==> src/rtl/fft_mem_pkg.sv <==
// Shared definitions for the FFT working-memory arbiter.
// Holds requester indices, default memory geometry, the lock-state
// encoding and a small one-hot decode helper.
package fft_mem_pkg;

  localparam int N_REQ      = 3;
  localparam int REQ_LOAD   = 0;
  localparam int REQ_BFLY   = 1;
  localparam int REQ_UNLOAD = 2;

  localparam int DATA_WIDTH_DEF = 32;
  localparam int ADDR_WIDTH_DEF = 12;
  localparam int MEM_DEPTH_DEF  = 2049;
  localparam int LOCK_MAX_DEF   = 4;

  typedef enum logic {
    LK_UNLOCKED = 1'b0,
    LK_LOCKED   = 1'b1
  } lock_state_e;

  function automatic logic [N_REQ-1:0] onehot3(input logic [1:0] idx);
    logic [N_REQ-1:0] v;
    v = '0;
    case (idx)
      2'(REQ_LOAD):   v = 3'b001;
      2'(REQ_BFLY):   v = 3'b010;
      2'(REQ_UNLOAD): v = 3'b100;
      default:        v = '0;
    endcase
    return v;
  endfunction

endpackage

==> src/rtl/rr_arb3.sv <==
// Combinational three-way round-robin pick.
// Ports:
//   req    - request vector
//   rr_ptr - index granted most recently (lowest priority this cycle)
//   gnt    - one-hot winner, zero when nothing requests
//   idx    - winner index (0 when nothing requests)
//   any    - at least one request present
module rr_arb3
  import fft_mem_pkg::*;
(
  input  logic [2:0] req,
  input  logic [1:0] rr_ptr,
  output logic [2:0] gnt,
  output logic [1:0] idx,
  output logic       any
);

  logic [1:0] ord [3];

  always_comb begin
    case (rr_ptr)
      2'd0:    ord = '{2'd1, 2'd2, 2'd0};
      2'd1:    ord = '{2'd2, 2'd0, 2'd1};
      default: ord = '{2'd0, 2'd1, 2'd2};
    endcase
    idx = 2'd0;
    any = 1'b0;
    // Scan from lowest to highest priority so the highest-priority hit wins.
    for (int i = 2; i >= 0; i--) begin
      if (req[ord[i]]) begin
        idx = ord[i];
        any = 1'b1;
      end
    end
    gnt = any ? onehot3(idx) : 3'b000;
  end

endmodule

==> src/rtl/mem_arb.sv <==
// Round-robin arbiter sharing one single-port FFT working memory between
// the loader (0), butterfly engine (1) and unloader (2), with a bounded
// lock for read/modify/write sequences and a sticky out-of-range flag.
// Ports:
//   clk, rst                 - clock, async active-high reset
//   req/we/lock              - per-requester request, write select, lock hold
//   addr/wdata               - packed per-requester address and write data
//   gnt                      - one-hot grant, same cycle as the request
//   rvalid/rdata             - read return one cycle after grant
//   err                      - sticky out-of-range access flag
//   mem_addr/mem_wr_ena/mem_data_wr/mem_data_rd - memory port
//
// Lock FSM:
//   state       | meaning
//   LK_UNLOCKED | plain round-robin arbitration
//   LK_LOCKED   | lock_owner keeps the grant while it requests, up to LOCK_MAX grants
module mem_arb
  import fft_mem_pkg::*;
#(
  parameter int DATA_WIDTH = DATA_WIDTH_DEF,
  parameter int ADDR_WIDTH = ADDR_WIDTH_DEF,
  parameter int MEM_DEPTH  = MEM_DEPTH_DEF,
  parameter int LOCK_MAX   = LOCK_MAX_DEF
) (
  input  logic                    clk,
  input  logic                    rst,
  input  logic [2:0]              req,
  input  logic [2:0]              we,
  input  logic [2:0]              lock,
  input  logic [3*ADDR_WIDTH-1:0] addr,
  input  logic [3*DATA_WIDTH-1:0] wdata,
  output logic [2:0]              gnt,
  output logic [2:0]              rvalid,
  output logic [DATA_WIDTH-1:0]   rdata,
  output logic                    err,
  output logic [ADDR_WIDTH-1:0]   mem_addr,
  output logic                    mem_wr_ena,
  output logic [DATA_WIDTH-1:0]   mem_data_wr,
  input  logic [DATA_WIDTH-1:0]   mem_data_rd
);

  localparam int CW = $clog2(LOCK_MAX) + 1;
  localparam logic [CW-1:0]         CNT_LAST = CW'(LOCK_MAX - 1);
  localparam logic [ADDR_WIDTH:0]   DEPTH_L  = (ADDR_WIDTH + 1)'(MEM_DEPTH);

  lock_state_e     lock_state;
  logic [1:0]      lock_owner;
  logic [CW-1:0]   lock_cnt;
  logic [1:0]      rr_ptr;

  logic [2:0]            arb_gnt;
  logic [1:0]            arb_idx;
  logic                  arb_any;
  logic                  locked_hold;
  logic [1:0]            g_idx;
  logic                  g_any;
  logic [ADDR_WIDTH-1:0] sel_addr;
  logic [DATA_WIDTH-1:0] sel_wdata;
  logic                  sel_we;
  logic                  sel_lock;
  logic                  in_range;
  logic                  take;

  rr_arb3 u_rr (
    .req    (req),
    .rr_ptr (rr_ptr),
    .gnt    (arb_gnt),
    .idx    (arb_idx),
    .any    (arb_any)
  );

  always_comb begin
    locked_hold = (lock_state == LK_LOCKED) && req[lock_owner];
    g_idx       = locked_hold ? lock_owner : arb_idx;
    g_any       = locked_hold || arb_any;
    case (g_idx)
      2'd1: begin
        sel_addr  = addr[ADDR_WIDTH +: ADDR_WIDTH];
        sel_wdata = wdata[DATA_WIDTH +: DATA_WIDTH];
      end
      2'd2: begin
        sel_addr  = addr[2*ADDR_WIDTH +: ADDR_WIDTH];
        sel_wdata = wdata[2*DATA_WIDTH +: DATA_WIDTH];
      end
      default: begin
        sel_addr  = addr[0 +: ADDR_WIDTH];
        sel_wdata = wdata[0 +: DATA_WIDTH];
      end
    endcase
    sel_we   = we[g_idx];
    sel_lock = lock[g_idx];
    in_range = {1'b0, sel_addr} < DEPTH_L;
    // Outputs are forced quiet while reset is held, not just after the edge.
    take        = g_any && !rst;
    gnt         = take ? onehot3(g_idx) : 3'b000;
    mem_wr_ena  = take && in_range && sel_we;
    mem_addr    = (take && in_range) ? sel_addr  : '0;
    mem_data_wr = (take && in_range) ? sel_wdata : '0;
  end

  assign rdata = mem_data_rd;

  always_ff @(posedge clk or posedge rst) begin
    if (rst) begin
      rr_ptr     <= 2'd2;
      lock_state <= LK_UNLOCKED;
      lock_owner <= 2'd0;
      lock_cnt   <= '0;
      rvalid     <= 3'b000;
      err        <= 1'b0;
    end else begin
      rvalid <= (g_any && in_range && !sel_we) ? onehot3(g_idx) : 3'b000;
      if (g_any && !in_range)
        err <= 1'b1;
      if (g_any)
        rr_ptr <= g_idx;
      case (lock_state)
        LK_UNLOCKED: begin
          if (g_any && sel_lock && (LOCK_MAX > 1)) begin
            lock_state <= LK_LOCKED;
            lock_owner <= g_idx;
            lock_cnt   <= CW'(1);
          end
        end
        default: begin
          // Owner dropping its request, dropping lock, or hitting the grant
          // limit all release; the grant in that cycle still goes through.
          if (locked_hold && sel_lock && (lock_cnt < CNT_LAST)) begin
            lock_cnt <= lock_cnt + CW'(1);
          end else begin
            lock_state <= LK_UNLOCKED;
            lock_cnt   <= '0;
          end
        end
      endcase
    end
  end

endmodule

==> config.mk <==
export PLATFORM = sky130hd
export DESIGN_NAME = mem_arb
export DESIGN_NICKNAME = d
export VERILOG_FILES = /design/src/rtl/fft_mem_pkg.sv /design/src/rtl/rr_arb3.sv /design/src/rtl/mem_arb.sv
export SDC_FILE = /design/constraint.sdc
export NUM_CORES = 1
export LEC_CHECK = 0
export ABC_AREA = 1
export CAP_MARGIN = 10
export CORE_AREA = 2 2 100 102
export CTS_BUF_LIST = sky130_fd_sc_hd__clkbuf_8
export CTS_CLUSTER_SIZE = 16
export DETAILED_ROUTE_END_ITERATION = 16
export DIE_AREA = 0 0 102 104
export PLACE_DENSITY = 0.72
export SYNTH_ARGS = -nofsm -noshare
export SYNTH_HDL_FRONTEND = slang
export SYNTH_HIERARCHICAL = 1
export SYNTH_SLANG_ARGS = --single-unit
==> constraint.sdc <==
create_clock -name clk -period 7.7 [get_ports clk]
set_input_delay 2.31 -clock clk [delete_from_list [all_inputs] [get_ports clk]]
set_output_delay 2.31 -clock clk [all_outputs]
set_load 0.03 [all_outputs]
==> flow_summary.ini, run 1 <==
[synth]
synth_nets = 571
synth_cells = 391
yosys_warnings = 6
synthesis.area_sq_mm = 0.00226
avgSynthCellArea_sq_um = 5.77

[clock_tree]
cts_tree = built
clk_path_buf_depth = 2
path_clk_slew_ps = 50
cts_inserted_buffers = 3
hold_buffers = 0
clk_latency_ps = 250
cts_max_level = 1
cts_root_buffer = clkbuf_8
clkSinkCount = 12

[placement]
dpl.hpwl_microns = 8060
io_buffers = 194
gp_congestion = 0.865

[detailed_routing]
first_pass_iters = 4
drt_iter0_drc = 104
routed_via_density = 4.65
finalWirelength_microns = 9700
postRouteAntennaNets = 0
post_drt_wl_per_cell_microns = 14.2
drc = 0
vias = 3182

[grt]
grt_pass1_vias = 3084
grt_max_degree = 33
grt_antenna_before_repair = 0
grt_usage_pct = 17.1
grt_pass1_wl_microns = 14700
grt_overflow_total = 0

[worst_setup_path]
required_ps = 5390
crit_path_start = req[1]
cp-end-kind = output port
setup.worst_path.end = mem_data_wr[6]
reg2reg_to = rvalid[2]
path_max_fanout = 24
cp.arrival_ps = 5030
setup.worst_path.class = input port to output port
rr_startpoint = rr_ptr[1]
crit_path_start_kind = input port
r2r_slack_ps = 4980
reg2regPathDepth = 17

[power_and_ir_drop]
p_switching_w = 0.00102
p_sw_share_pct = 58.2
p_per_area_mw_per_mm2 = 422
p_int_w = 0.000734
peakVddDrop_mv = 0.285
pwr-share-clk_pct = 4.0
p_leak_nw = 1.90
fin_total_pwr_w = 0.00176
p_comb_share_pct = 89.7
seq_power_share_pct = 6.3

[floorplan]
rows = 36
initial_core_util_pct = 23.6
core_area_sq_mm = 0.00955
dieArea_sq_mm = 0.0106
die_y_microns = 104
pin_count = 259
dieWidth_microns = 102

[timing]
slew_viol_final = 0
max_freq_ghz = 0.136
finalHoldViolations = 0
finalCriticalPeriod_ps = 7340
worst_slew_pin_slew_ps = 470
setup-tns-final_ps = 0
finalSetupViolCount = 0
post-route-period-util_pct = 95.3
rsz0062_at_grt = no
slew_headroom_pct = 68.5
skew_ps = 5.60

[run_status]
outcome = completed

[run]
maxCapViolations = 0

[worst_hold_path]
min_path_type = flop to flop

[layout]
n_antenna_cell = 0
nets = 733
nFillCells = 986
syn2layout_area_growth_pct = 84.7
drive_gt1_share_pct = 16.1
## power groups by stage
stage	clock, W	sequential (W)	combinational, W
final	0.0000706	0.000111	0.00158
after global routing	0.0000743	0.000115	0.00171
after CTS	0.0000714	0.000111	0.00158
after detailed placement	0	0.000112	0.00155
after global placement	0	0.000111	0.00154
after floorplan	0	0.000117	0.00105
## what timing repair did
| item | CTS | global route |
|---|---|---|
| setup endpoints to repair | 39 | 45 |
| pin swaps | 0 | 0 |
| gates resized for setup | 5 | 5 |
| buffers inserted | 0 | 0 |
## critical path, cell delays in order
cell           delay, ps
dlygate4sd2_1        310
inv_1                 80
a21oi_2              210
nand3_2              140
nand2_1              110
nand2_1               70
ha_2                 330
inv_8                130
nand3_1               90
o21ai_1              120
nand3_1              130
nor3_2               120
nand2_1               80
nand2_2              130
nand2_8              120
buf_12               170
a21oi_1              160
buf_4                190
## cells in the final DEF (no fill, tap or decap), types with 2 or more instances in the layout
cell type / instances
buf_12: 3
clkdlybuf4s50_1: 146
buf_4: 61
nor2_1: 21
o21ai_1: 12
clkbuf_8: 4
nand3_2: 2
inv_2: 4
a22o_1: 33
nand4_1: 7
nor2_2: 3
nand2_2: 3
inv_1: 23
ha_1: 3
dfrtp_1: 11
a21oi_1: 32
o21ai_0: 2
a21oi_2: 2
nand2_1: 136
dlymetal6s2s_1: 2
nand3_1: 32
## stage by stage
stage	setup slack (ps)	cell area [sq um]	std cells	hold WS (ps)	util, %
finish	361	4170	685	504	43.6
global route	76.5	4170	685	527	43.6
CTS	77.8	4150	685	505	43.4
detailed placement	-117	4070	681	495	42.7
global placement	-8.62	4070	681	490	42.7
floorplan	640	2260	391	470	-
## final cells by class
type | instances | area [sq um] | share of cell area, %
multi-input combinational | 295 | 1520 | 36.4
clock buffer | 4 | 55.1 | 1.32
timing repair buffer | 213 | 2010 | 48.3
inverter | 28 | 113 | 2.70
sequential | 12 | 302 | 7.24
tap | 133 | 166 | 3.99
## registers in the layout (all words and copies together), names as in the netlist
register    cells
err             1
rvalid          3
lock_cnt        3
lock_owner      2
rr_ptr          2
lock_state      1
## how the worst min path moves through the flow
stage	from	endpoint	slack, ps	cells after the start
after global routing	lock_cnt[2]	lock_cnt[2]	530	2
after global placement	lock_cnt[2]	lock_cnt[2]	490	2
after floorplan	lock_cnt[2]	lock_cnt[2]	470	2
after CTS	lock_cnt[2]	lock_cnt[2]	510	2
final	lock_cnt[2]	lock_cnt[2]	500	2
after detailed placement	lock_cnt[2]	lock_cnt[2]	490	2
## routing by layer
layer,track usage (%),routed length (microns),vias to the layer above,share of wire (%)
met2,32.2,5060,137,52
met5,0,0,-,0
met4,3.14,177,0,1.8
met1,19.4,3750,1442,39
met3,3.97,706,16,7.3
li1,-,-,1587,-
Note: power is estimated with default switching activity, not from simulation.
==> inputs of run 2 (changes only) <==
- CTS_CLUSTER_DIAMETER: unset -> 30
- PLACE_DENSITY: 0.72 -> 0.82
==> run 2 against run 1 <==
Compared with the run above:
- die area did not move
- sequential power barely moved
- clock skew barely moved
- largest cell class unchanged
==> flow_summary.ini, run 2 (same netlist as run 1, synthesis figures left out) <==
[grt]
grt_antenna_before_repair = 0
grt_pass1_vias = 3160
grt_overflow_total = 0
grt_pass1_wl_microns = 15300
grt_max_degree = 33
grt_usage_pct = 17.6

[clock_tree]
path_clk_slew_ps = 50
cts_max_level = 1
cts_tree = built
cts_inserted_buffers = 3
hold_buffers = 0
clkSinkCount = 12
clk_path_buf_depth = 2
cts_root_buffer = clkbuf_8
clk_latency_ps = 250
postCtsSetupRepairBufs = 0

[detailed_routing]
finalWirelength_microns = 9960
drc = 0
wl_met1_microns = 4220
vias = 3230
route.met3.wl_microns = 643
routed_via_density = 4.74
drt_iter0_drc = 135
postRouteAntennaNets = 0
post_drt_wl_per_cell_microns = 14.6
first_pass_iters = 4
top_layer = met4
dr_wl_met2_microns = 5000

[timing]
finalSetupViolCount = 0
skew_ps = 5.87
fin_ws_ps = 345
slew_viol_final = 0
post-route-period-util_pct = 95.5
finalCriticalPeriod_ps = 7360
finalHoldViolations = 0
worst_slew_pin_slew_ps = 521
slew_headroom_pct = 65.1
rsz0062_at_grt = no
max_freq_ghz = 0.136
setup-tns-final_ps = 0

[layout]
drive_gt1_share_pct = 15.7
reg_top3 = lock_cnt x3, rvalid x3
fin_area_sq_mm = 0.00414
nFillCells = 1030
seq_area_sq_um = 302
final_cell_mix = clkdlybuf4s50_1, nand2_1, buf_4, a22o_1, a21oi_1
n_antenna_cell = 0
final_common_cell = clkdlybuf4s50_1
utilization_pct = 43.4
nets = 730
multi_input_area_sq_mm = 0.00150
syn2layout_area_growth_pct = 83.7
final_cells = 682

[floorplan]
dieWidth_microns = 102
initial_core_util_pct = 23.6
core_area_sq_mm = 0.00955
rows = 36
dieArea_sq_mm = 0.0106
pin_count = 259
die_y_microns = 104

[worst_setup_path]
setup.worst_path.class = input port to output port
worst_path_max_delay_cell = dlygate4sd2_1
critPathMaxStageDelay_ps = 320
cp-end-kind = output port
crit_path_start_kind = input port
cp.arrival_ps = 5040
required_ps = 5390
path_max_fanout = 32
cp_common_cell = nand2_1
path_cells = dlygate4sd2_1 -> inv_1 -> a21oi_2 -> nand3_2 -> nand2_1 -> nand2_1 -> ha_2 -> inv_2 -> buf_12 -> nand3_1 -> o21ai_1 -> nand2_1 -> nor3_2 -> nand2_1 -> nand2_2 -> nand2_4 -> buf_12 -> nor2_1 -> buf_4

[placement]
gp_congestion = 0.925
placed_area_sq_mm = 0.00408
pre_cts_slack_ps = -25.3
dp.cells = 678
dpl.hpwl_microns = 8170
io_buffers = 194

[run_status]
outcome = completed

[run]
maxCapViolations = 0

[power_and_ir_drop]
p_per_area_mw_per_mm2 = 427
peakVddDrop_mv = 0.193
p_leak_nw = 1.89

[worst_hold_path]
min_path_type = flop to flop
==> run 2: changes by cell type in the layout (fill, tap and decap cells not counted) <==
| cell | delta |
|---|---|
| o21ai_2 | +1 |
| inv_8 | -1 |
| nand2_4 | +1 |
| a21oi_1 | +1 |
| ha_2 | +1 |
| inv_2 | +1 |
| ha_4 | -1 |
| o21ai_1 | -1 |
| nand2_8 | -1 |
| buf_12 | +2 |
| buf_4 | -5 |
| a21oi_2 | -1 |
==> run 2: per-stage QoR <==
step                      hold slack (ps)  total power [W]
after detailed placement              483          0.00170
final                                 509          0.00177
after CTS                             498          0.00178
after floorplan                       470          0.00117
after global placement                502          0.00167
after global routing                  525          0.00193
==> run 2: routing by layer <==
metal	vias to the layer above	GRT usage (%)
met3	15	3.56
li1	1580	-
met2	147	30.9
met1	1488	22.5
met4	0	2.38
met5	-	0
==> run 2: layout make-up <==
class	instances	share of cell area [%]
well taps	133	4.02
repair buffers	210	48.6
clock buffers	4	1.33
flip-flops and latches	12	7.28
multi-input cells	295	36.2
inverters	28	2.54
==> run 2: worst paths after layout <==
check                                from           end  slack (ps)  cells after the start
worst max-delay path               req[1]  mem_addr[10]         350                     19
max in group asynchronous             rst     rr_ptr[1]        4910                      2
worst max register to register  rr_ptr[1]     rvalid[0]        4840                     16
worst min register to register        err           err         510                      1
min in group asynchronous             rst     rr_ptr[0]        2450                      2
worst min-delay path                  err           err         510                      1
==> run 2: critical path: cells and delay by family <==
kind | cells | cell delay (ps)
adder cells (fa/ha/maj) | 1 | 290
buffers and inverters | 6 | 1010
AND/OR/NAND/NOR | 10 | 1100
AO/OA/AOI/OAI | 2 | 310
==> run 2: timing repair <==
| action | CTS | global route |
|---|---|---|
| endpoints found under the setup margin | 24 | 42 |
| gates resized for setup | 2 | 3 |
| endpoints found under the hold margin | 0 | 0 |
==> run 2: report_power, final <==
group	switching (W)	internal [W]	leakage, nW
clock	0.0000247	0.0000452	0.0288
sequential	0.0000222	0.0000885	0.150
combinational	0.000984	0.000605	1.71
==> inputs of run 3 (changes only) <==
- GPL_TIMING_DRIVEN: unset -> 0
==> run 3 against run 2 <==
Compared with the run above:
- worst setup slack got worse by 180 ps
- clock skew shrank 1.7 ps
- cell area increased by 14%
- non-clock buffer count rose by 76
- clock power down 17%
- global-route usage grew 1.7 points
- sequential power hardly changed
- sequential share of layout area fell by 0.90 points
- via count up 12%
- register-to-register slack got worse by 210 ps
- die area unchanged
==> flow_summary.ini, run 3 (same netlist as run 1, synthesis figures left out) <==
[timing]
rsz0062_at_grt = yes
finalHoldViolations = 0
slew_viol_final = 0
slew_headroom_pct = 67.0
worst_slew_pin_slew_ps = 492
max_freq_ghz = 0.133
finalCriticalPeriod_ps = 7540
fin_ws_ps = 163
skew_ps = 4.21
post-route-period-util_pct = 97.9
finalSetupViolCount = 0

[worst_setup_path]
cp-end-kind = output port
worst_path_max_delay_cell = dlygate4sd2_1
crit_path_start_kind = input port
path_max_fanout = 10
critPathMaxStageDelay_ps = 300
path_cells = dlygate4sd2_1 -> nand3_1 -> nand3_1 -> o21ai_2 -> inv_1 -> nand2_1 -> nand2_2 -> ha_1 -> buf_6 -> inv_2 -> buf_6 -> buf_6 -> o21ai_4 -> nand2_1 -> nor2_1 -> nand2_1 -> nand2_2 -> nand2_2 -> buf_6 -> a21oi_1 -> buf_4
cp_common_cell = buf_6
r2r_slack_ps = 4630
setup.worst_path.class = input port to output port
cp.arrival_ps = 5230
required_ps = 5390

[clock_tree]
clk_path_buf_depth = 2
clkSinkCount = 12
cts_tree = built
cts_root_buffer = clkbuf_8
cts_max_level = 1
path_clk_slew_ps = 50
clk_latency_ps = 240
cts_inserted_buffers = 3
hold_buffers = 0

[run]
maxCapViolations = 0

[layout]
drive_gt1_share_pct = 20.3
final_cells = 759
nets = 807
final_common_cell = clkdlybuf4s50_1
syn2layout_area_growth_pct = 109
n_antenna_cell = 0
final_cell_mix = clkdlybuf4s50_1, nand2_1, buf_4, a22o_1, nand3_1
reg_top3 = lock_cnt x3, rvalid x3

[worst_hold_path]
min_path_type = flop to flop

[placement]
gp_congestion = 0.925
dpl.hpwl_microns = 9080
pre_cts_slack_ps = -1010
io_buffers = 226
dp.cells = 750

[detailed_routing]
first_pass_iters = 4
routed_via_density = 4.76
post_drt_wl_per_cell_microns = 14.8
finalWirelength_microns = 11200
vias = 3611
postRouteAntennaNets = 0
drt_iter0_drc = 134
drc = 0

[floorplan]
dieWidth_microns = 102
initial_core_util_pct = 23.6
pin_count = 259
rows = 36
die_y_microns = 104
core_area_sq_mm = 0.00955
dieArea_sq_mm = 0.0106

[grt]
grt_usage_pct = 19.3
grt_pass1_wl_microns = 16900
grt_max_degree = 13
grt_pass1_vias = 3600
grt_overflow_total = 0
grt_antenna_before_repair = 0

[power_and_ir_drop]
p_leak_nw = 2.16
p_per_area_mw_per_mm2 = 395
peakVddDrop_mv = 0.213

[run_status]
outcome = completed
## run 3: changes by cell type in the layout (fill, tap and decap cells not counted), sizes merged
cell           delta
clkbuf           +15
nand2             +1
dlymetal6s2s      -2
clkdlybuf4s50    +32
clkdlybuf4s15     +4
inv               +1
buf              +26
## run 3: timing repair
item / in CTS / in global routing
setup endpoints to repair: 46 / 46
buffers inserted: 0 / 6
pin swaps: 2 / 2
endpoints found under the hold margin: 0 / 0
resized for setup: 228 / 58
gates cloned: 0 / 1
## run 3: layout make-up
cell class	count	area, sq um
timing repair buffer	232	2150
buffer	54	385
clock buffer	3	41.3
sequential	12	302
fill	954	4820
multi-input combinational	296	1570
tap	133	166
inverter	28	105
clock inverter	1	3.75
## run 3: final timing paths
kind                                start  cells past startpoint             end
max in group asynchronous             rst                      2       rr_ptr[1]
worst max register to register  rr_ptr[1]                     20       rvalid[2]
worst min-delay path                  err                      1             err
worst max-delay path               req[2]                     21  mem_data_wr[4]
min in group asynchronous             rst                      2     lock_cnt[2]
worst min register to register        err                      1             err
## run 3: through the flow
| stage | area (sq um) | utilization [%] | hold slack, ps | TNS (ps) | total power (W) |
|---|---|---|---|---|---|
| final | 4730 | 49.5 | 483 | 0 | 0.00187 |
| after global placement | 4680 | 49.1 | 463 | -42470 | 0.00173 |
| after detailed placement | 4680 | 49.1 | 472 | -42840 | 0.00176 |
| after global routing | 4730 | 49.5 | 523 | -285 | 0.00202 |
| after floorplan | 2260 | - | 470 | 0 | 0.00117 |
| after CTS | 4570 | 47.8 | 486 | 0 | 0.00175 |
## run 3: routing by layer
layer	up-vias	global-route usage [%]	wire length [microns]
met4	0	4.57	219
met5	-	0	0
li1	1737	-	-
met1	1671	21.9	4330
met2	179	36.6	5830
met3	24	3.49	866
## run 3: power by group
part           internal (W)  switching [W]  total [W]
Sequential        0.0000885      0.0000229   0.000111
Combinational      0.000617        0.00108    0.00170
Clock             0.0000351      0.0000228  0.0000579
## run 3: critical path, delay by kind of cell
kind                     cells  cell delay, ps
adder cells (fa/ha/maj)      1             300
AO/OA/AOI/OAI                3             490
buffers and inverters        8            1190
AND/OR/NAND/NOR              9             920
